<file path="src/rtl/alu_share_ctrl_if.sv">
// Bundle between alu_share_ctrl, its two requesters (0 = execute, 1 = branch/address)
// and the shared combinational ALU. Per-port signals are packed [1:0] arrays.
interface alu_share_ctrl_if #(
  parameter int DW  = 32,
  parameter int OPW = 5
);
  logic [1:0]          req_valid;
  logic [1:0]          req_ready;
  logic [1:0][OPW-1:0] req_op;
  logic [1:0][DW-1:0]  req_a;
  logic [1:0][DW-1:0]  req_b;
  logic [1:0]          rsp_valid;
  logic [1:0]          rsp_ready;
  logic [DW-1:0]       rsp_out;
  logic                rsp_zero;
  logic [OPW-1:0]      alu_op;
  logic [DW-1:0]       alu_a;
  logic [DW-1:0]       alu_b;
  logic [DW-1:0]       alu_out;
  logic                alu_zero;

  // master: requesters plus the ALU instance, i.e. everything around the controller
  modport master (
    output req_valid, req_op, req_a, req_b, rsp_ready, alu_out, alu_zero,
    input  req_ready, rsp_valid, rsp_out, rsp_zero, alu_op, alu_a, alu_b
  );

  modport slave (
    input  req_valid, req_op, req_a, req_b, rsp_ready, alu_out, alu_zero,
    output req_ready, rsp_valid, rsp_out, rsp_zero, alu_op, alu_a, alu_b
  );
endinterface

</file>
<file path="src/rtl/alu_share_ctrl.sv">
// Two-port arbiter/sequencer for one shared combinational ALU: IDLE -> EXEC -> RESP.
// Define ALU_SHARE_RR_EN for round-robin arbitration; otherwise port 0 has fixed priority.
module alu_share_ctrl #(
  parameter int DW          = 32,
  parameter int OPW         = 5,
  parameter int EXEC_CYCLES = 1
) (
  input logic             clk,
  input logic             rst_n,
  alu_share_ctrl_if.slave bus
);
  localparam int CW = (EXEC_CYCLES > 1) ? $clog2(EXEC_CYCLES) : 1;

  typedef enum logic [1:0] {IDLE, EXEC, RESP} state_t;

  state_t         state, state_nx;
  logic [OPW-1:0] op_r;
  logic [DW-1:0]  a_r, b_r, res_r;
  logic           zero_r, gnt_r, last_r;
  logic [CW-1:0]  cnt;
  logic           any_req, gnt, rr_last, accept, done, rsp_take;

`ifdef ALU_SHARE_RR_EN
  assign rr_last = last_r;
`else
  // fixed priority behaves as if port 1 always won last, so port 0 wins conflicts
  assign rr_last = last_r | 1'b1;
`endif

  assign any_req = (|bus.req_valid) & rst_n;
  assign gnt     = bus.req_valid[1] & (~bus.req_valid[0] | ~rr_last);

  always_ff @(posedge clk or negedge rst_n) begin
    if (!rst_n) state <= IDLE;
    else        state <= state_nx;
  end

  always_comb begin
    state_nx      = state;
    bus.req_ready = '0;
    bus.rsp_valid = '0;
    accept        = 1'b0;
    done          = 1'b0;
    rsp_take      = 1'b0;
    case (state)
      IDLE: if (any_req) begin
        bus.req_ready[gnt] = 1'b1;
        accept             = 1'b1;
        state_nx           = EXEC;
      end
      EXEC: if (cnt == '0) begin
        done     = 1'b1;
        state_nx = RESP;
      end
      RESP: begin
        bus.rsp_valid[gnt_r] = 1'b1;
        if (bus.rsp_ready[gnt_r]) begin
          rsp_take = 1'b1;
          state_nx = IDLE;
        end
      end
      default: state_nx = IDLE;
    endcase
  end

  always_ff @(posedge clk or negedge rst_n) begin
    if (!rst_n) begin
      op_r   <= '0;
      a_r    <= '0;
      b_r    <= '0;
      res_r  <= '0;
      zero_r <= 1'b0;
      gnt_r  <= 1'b0;
      last_r <= 1'b1;
      cnt    <= '0;
    end else begin
      if (accept) begin
        op_r  <= bus.req_op[gnt];
        a_r   <= bus.req_a[gnt];
        b_r   <= bus.req_b[gnt];
        gnt_r <= gnt;
        cnt   <= CW'(EXEC_CYCLES - 1);
      end else if (state == EXEC && cnt != '0) begin
        cnt <= cnt - 1'b1;
      end
      if (done) begin
        res_r  <= bus.alu_out;
        zero_r <= bus.alu_zero;
      end
      if (rsp_take) last_r <= gnt_r;
    end
  end

  // ALU inputs only move on acceptance, so the ALU sees stable operands outside EXEC too
  assign bus.alu_op   = op_r;
  assign bus.alu_a    = a_r;
  assign bus.alu_b    = b_r;
  assign bus.rsp_out  = res_r;
  assign bus.rsp_zero = zero_r;
endmodule

</file>
<file path="src/flat_wrapper.sv">
// flat-port wrapper written by rule: the top's interface ports become plain ports
module alu_share_ctrl_flat 
#(
  parameter int DW          = 32,
  parameter int OPW         = 5,
  parameter int EXEC_CYCLES = 1
)
  (clk, rst_n, bus_req_valid, bus_req_op, bus_req_a, bus_req_b, bus_rsp_ready, bus_alu_out, bus_alu_zero, bus_req_ready, bus_rsp_valid, bus_rsp_out, bus_rsp_zero, bus_alu_op, bus_alu_a, bus_alu_b);
  alu_share_ctrl_if #(.DW(DW), .OPW(OPW)) bus_i ();
  input logic clk;
  input logic rst_n;
  input wire logic [$bits(bus_i.req_valid)-1:0] bus_req_valid;
  input wire logic [$bits(bus_i.req_op)-1:0] bus_req_op;
  input wire logic [$bits(bus_i.req_a)-1:0] bus_req_a;
  input wire logic [$bits(bus_i.req_b)-1:0] bus_req_b;
  input wire logic [$bits(bus_i.rsp_ready)-1:0] bus_rsp_ready;
  input wire logic [$bits(bus_i.alu_out)-1:0] bus_alu_out;
  input wire logic [$bits(bus_i.alu_zero)-1:0] bus_alu_zero;
  output wire logic [$bits(bus_i.req_ready)-1:0] bus_req_ready;
  output wire logic [$bits(bus_i.rsp_valid)-1:0] bus_rsp_valid;
  output wire logic [$bits(bus_i.rsp_out)-1:0] bus_rsp_out;
  output wire logic [$bits(bus_i.rsp_zero)-1:0] bus_rsp_zero;
  output wire logic [$bits(bus_i.alu_op)-1:0] bus_alu_op;
  output wire logic [$bits(bus_i.alu_a)-1:0] bus_alu_a;
  output wire logic [$bits(bus_i.alu_b)-1:0] bus_alu_b;
  assign bus_i.req_valid = bus_req_valid;
  assign bus_i.req_op = bus_req_op;
  assign bus_i.req_a = bus_req_a;
  assign bus_i.req_b = bus_req_b;
  assign bus_i.rsp_ready = bus_rsp_ready;
  assign bus_i.alu_out = bus_alu_out;
  assign bus_i.alu_zero = bus_alu_zero;
  assign bus_req_ready = bus_i.req_ready;
  assign bus_rsp_valid = bus_i.rsp_valid;
  assign bus_rsp_out = bus_i.rsp_out;
  assign bus_rsp_zero = bus_i.rsp_zero;
  assign bus_alu_op = bus_i.alu_op;
  assign bus_alu_a = bus_i.alu_a;
  assign bus_alu_b = bus_i.alu_b;
  alu_share_ctrl #(.DW(DW), .OPW(OPW), .EXEC_CYCLES(EXEC_CYCLES)) u_core (.clk(clk), .rst_n(rst_n), .bus(bus_i));
endmodule
</file>
<file path="config.mk">
export PLATFORM = sky130hd
export DESIGN_NAME = alu_share_ctrl_flat
export DESIGN_NICKNAME = d
export VERILOG_FILES = /design/src/rtl/alu_share_ctrl_if.sv /design/src/rtl/alu_share_ctrl.sv /design/src/flat_wrapper.sv
export SDC_FILE = /design/constraint.sdc
export NUM_CORES = 1
export LEC_CHECK = 0
export BUFFER_PORTS_ARGS = -buffer_cell sky130_fd_sc_hd__buf_4
export CORE_MARGIN = 2
export CORE_UTILIZATION = 49
export CTS_BUF_LIST = sky130_fd_sc_hd__clkbuf_8 sky130_fd_sc_hd__clkbuf_16
export DETAILED_ROUTE_END_ITERATION = 6
export PLACE_DENSITY = 0.91
export SYNTH_ARGS = -nofsm -noshare
export SYNTH_HDL_FRONTEND = slang
export SYNTH_SLANG_ARGS = --single-unit
</file>
<file path="constraint.sdc">
create_clock -name clk -period 3.91 [get_ports clk]
set_input_delay 0.5865 -clock clk [delete_from_list [all_inputs] [get_ports clk]]
set_output_delay 0.5865 -clock clk [all_outputs]
set_load 0.005 [all_outputs]
</file>
==> out/results.txt <==
Initial core utilization: 50.2%
Hold_buf cts: 0
Core area: 0.0108 sq mm
Worst-skew pair later-pin latency: 350 ps
RSZ-0062 raised after global routing: no
Final Max Tran Viols: 0
Post-synthesis instance area: 0.00544 sq mm
Crit. End Element: output pin
Initial antenna violation count: 0
Final RePlAce weighted congestion: 0.785
Antenna Cells: 0
Clock Skew: 17.7 ps
Layout area overhead: 42.2%
Yosys top cell area share: 48.8%
Worst slew pin tran: 935 ps
Post-layout instance area: 0.00773 sq mm
Synth unique cells: 22
Share of cells above drive strength 1: 79.9%
Sequential share of the synthesized area: 48.8%
Die width: 109 um
Post CTS Setup Buffer Count: 0
Util after Layout: 71.3%
Total track usage: 21.7%
Fin crit period: 2580 ps
Largest net degree at the start of global routing: 73
Clock Path Buffers: 2
I/O Buffers: 282
WP data required: 3320 ps
Post-Syn Area per Cell: 17.4 sq um
Final worst setup slack: 1330 ps
Pleak: 3.91 nW
CTS root buf: clkbuf_8
Cells after Synth: 313
Status: finished clean
Worst Path Max Fanout: 38
Top cell types by occurrence after synthesis: 134 x mux2_4, 106 x dfrtp_1, 38 x mux2_2
Number of max-cap violations: 0
Antenna Violating Nets Remaining: 0
Vias in the first global route: 3909
Post-DP HPWL: 10400 um
H-tree levels: 3
TritonCTS clock tree: built
Synth async-reset ratio: 100%
DR DRC count: 0
Final nets: 769
Syn_nets: 490
Largest area contributor in the netlist: dfrtp_1
Post-synthesis register bit count: 106
Most numerous cell in the Yosys netlist: mux2_4
Worst Hold Class: in -> async
Pwr Density: 637 mW/mm^2
Max VDD drop: 0.323 mV
Remaining Overflow, GRT: 0
Per-cell routed wire length: 18.1 um
CTS resizes: 0
Predominant post-synthesis flop cell: dfrtp_1
Fill cell count: 736
Iter 0 DRT Violations: 94
Arr. time, crit path: 1990 ps
Num CTS Buffers: 9
Area contributors post-synth: dfrtp_1 49%, mux2_4 37%, mux2_2 7.9%
Final setup violation count: 0
I/O pin count: 283
Critical Path Start Type: register
Total Die Area: 0.0120 sq mm
Die Y: 109 um
Vias post-DR: 3692
Number of synthesized flops with an enable pin: 0
Crit Path Class: reg -> out
Via-to-Cell Ratio: 5.02
Drt first pass iters: 4
Final hold vios: 0
Headroom to the max-slew limit: 37.5%
Worst slack, placed: 1580 ps
Row count: 38
Crit share post-route: 65.9%
Clock Sinks: 106
Synth Warn #: 0
Detailed-route wire length: 13400 um
First-pass GRT wire length: 19700 um
Setup TNS: 0 ps
Fmax: 388 MHz
CTS clock-pin slew for the worst setup and hold paths: 110 ps
Dpl cell area: 0.00756 sq mm
-- worst paths after layout --
path / from / end / slack (ps) / cells after the start
worst max-delay path: u_core.state[0] / bus_req_ready[1] / 1330 / 4
worst min-delay path: rst_n / u_core.bus.alu_b[29] / 310 / 2
worst max register to register: u_core.state[0] / u_core.bus.alu_b[22] / 1630 / 4
worst min register to register: u_core.bus.rsp_out[31] / u_core.bus.rsp_out[31] / 510 / 1
max in group asynchronous: rst_n / u_core.bus.alu_a[2] / 2360 / 3
min in group clk: bus_alu_out[3] / u_core.bus.rsp_out[3] / 460 / 2
-- sequential cells by signal, summed over array words and instances (netlist names) --
name                 flops
u_core.state             2
u_core.gnt_r             1
u_core.bus.rsp_zero      1
u_core.bus.rsp_out      32
u_core.cnt               1
u_core.bus.alu_b        32
u_core.bus.alu_op        5
u_core.bus.alu_a        32
-- cell families (layout without fill, tap and decap cells) --
family                 after synthesis  count (layout)  synth area share [%]
flip-flops                         106             106                  48.8
AO/OA/AOI/OAI                        4               4                 0.529
multiplexers                       173             173                  45.1
buffers and inverters               20             303                  4.40
AND/OR/NAND/NOR                     10              10                  1.22
-- critical path: stages (launching register included) --
cell and delay (ps):
dfrtp_1 430, nor2_1 200, o211a_4 670, and2_1 220, buf_4 110
-- cells in the final DEF, fill, tap and decap left out, drive strengths merged --
cell / instances
mux2: 172
nand2b: 1
o22ai: 1
o211ai: 1
dfrtp: 106
and3: 1
nor2: 3
inv: 5
nor2b: 1
buf: 287
clkbuf: 10
and3b: 1
and2: 1
clkinvlp: 1
mux2i: 1
o211a: 1
o21ai: 1
nor3b: 1
nand2: 1
-- metrics by stage --
| step | instances | total power, mW | hold slack [ps] |
|---|---|---|---|
| final | 736 | 4.93 | 311 |
| after global routing | 736 | 5.20 | 350 |
| after CTS | 736 | 4.97 | 312 |
| after detailed placement | 721 | 4.35 | 493 |
| after global placement | 721 | 4.25 | 490 |
| after floorplan | 313 | 3.10 | 291 |
-- power by group --
part / switching [mW] / internal (mW) / leakage [nW] / total [mW]
Clock: 0.358 / 0.251 / 0.0910 / 0.609
Combinational: 0.734 / 1.58 / 2.58 / 2.32
Sequential: 0.353 / 1.65 / 1.25 / 2.00
Total: 1.44 / 3.48 / 3.91 / 4.93
-- cell type report --
| cell class | instances | area, sq um | share of cell area, % |
|---|---|---|---|
| well taps | 140 | 175 | 2.27 |
| flip-flops and latches | 106 | 2650 | 34.3 |
| multi-input cells | 187 | 2560 | 33.1 |
| inverters | 1 | 3.75 | 0.0486 |
| repair buffers | 287 | 2170 | 28.0 |
| clock inverters | 5 | 37.5 | 0.486 |
| clock buffers | 10 | 138 | 1.78 |
-- metal layers --
metal  global-route usage (%)  vias to the layer above  wire, um
li1                         -                     1673         -
met1                     23.9                     1790      4820
met2                     39.5                      191      7020
met3                     4.74                       38      1040
met4                     9.95                        0       474
met5                        0                        -         0
Power figures use the tool's default switching activity.
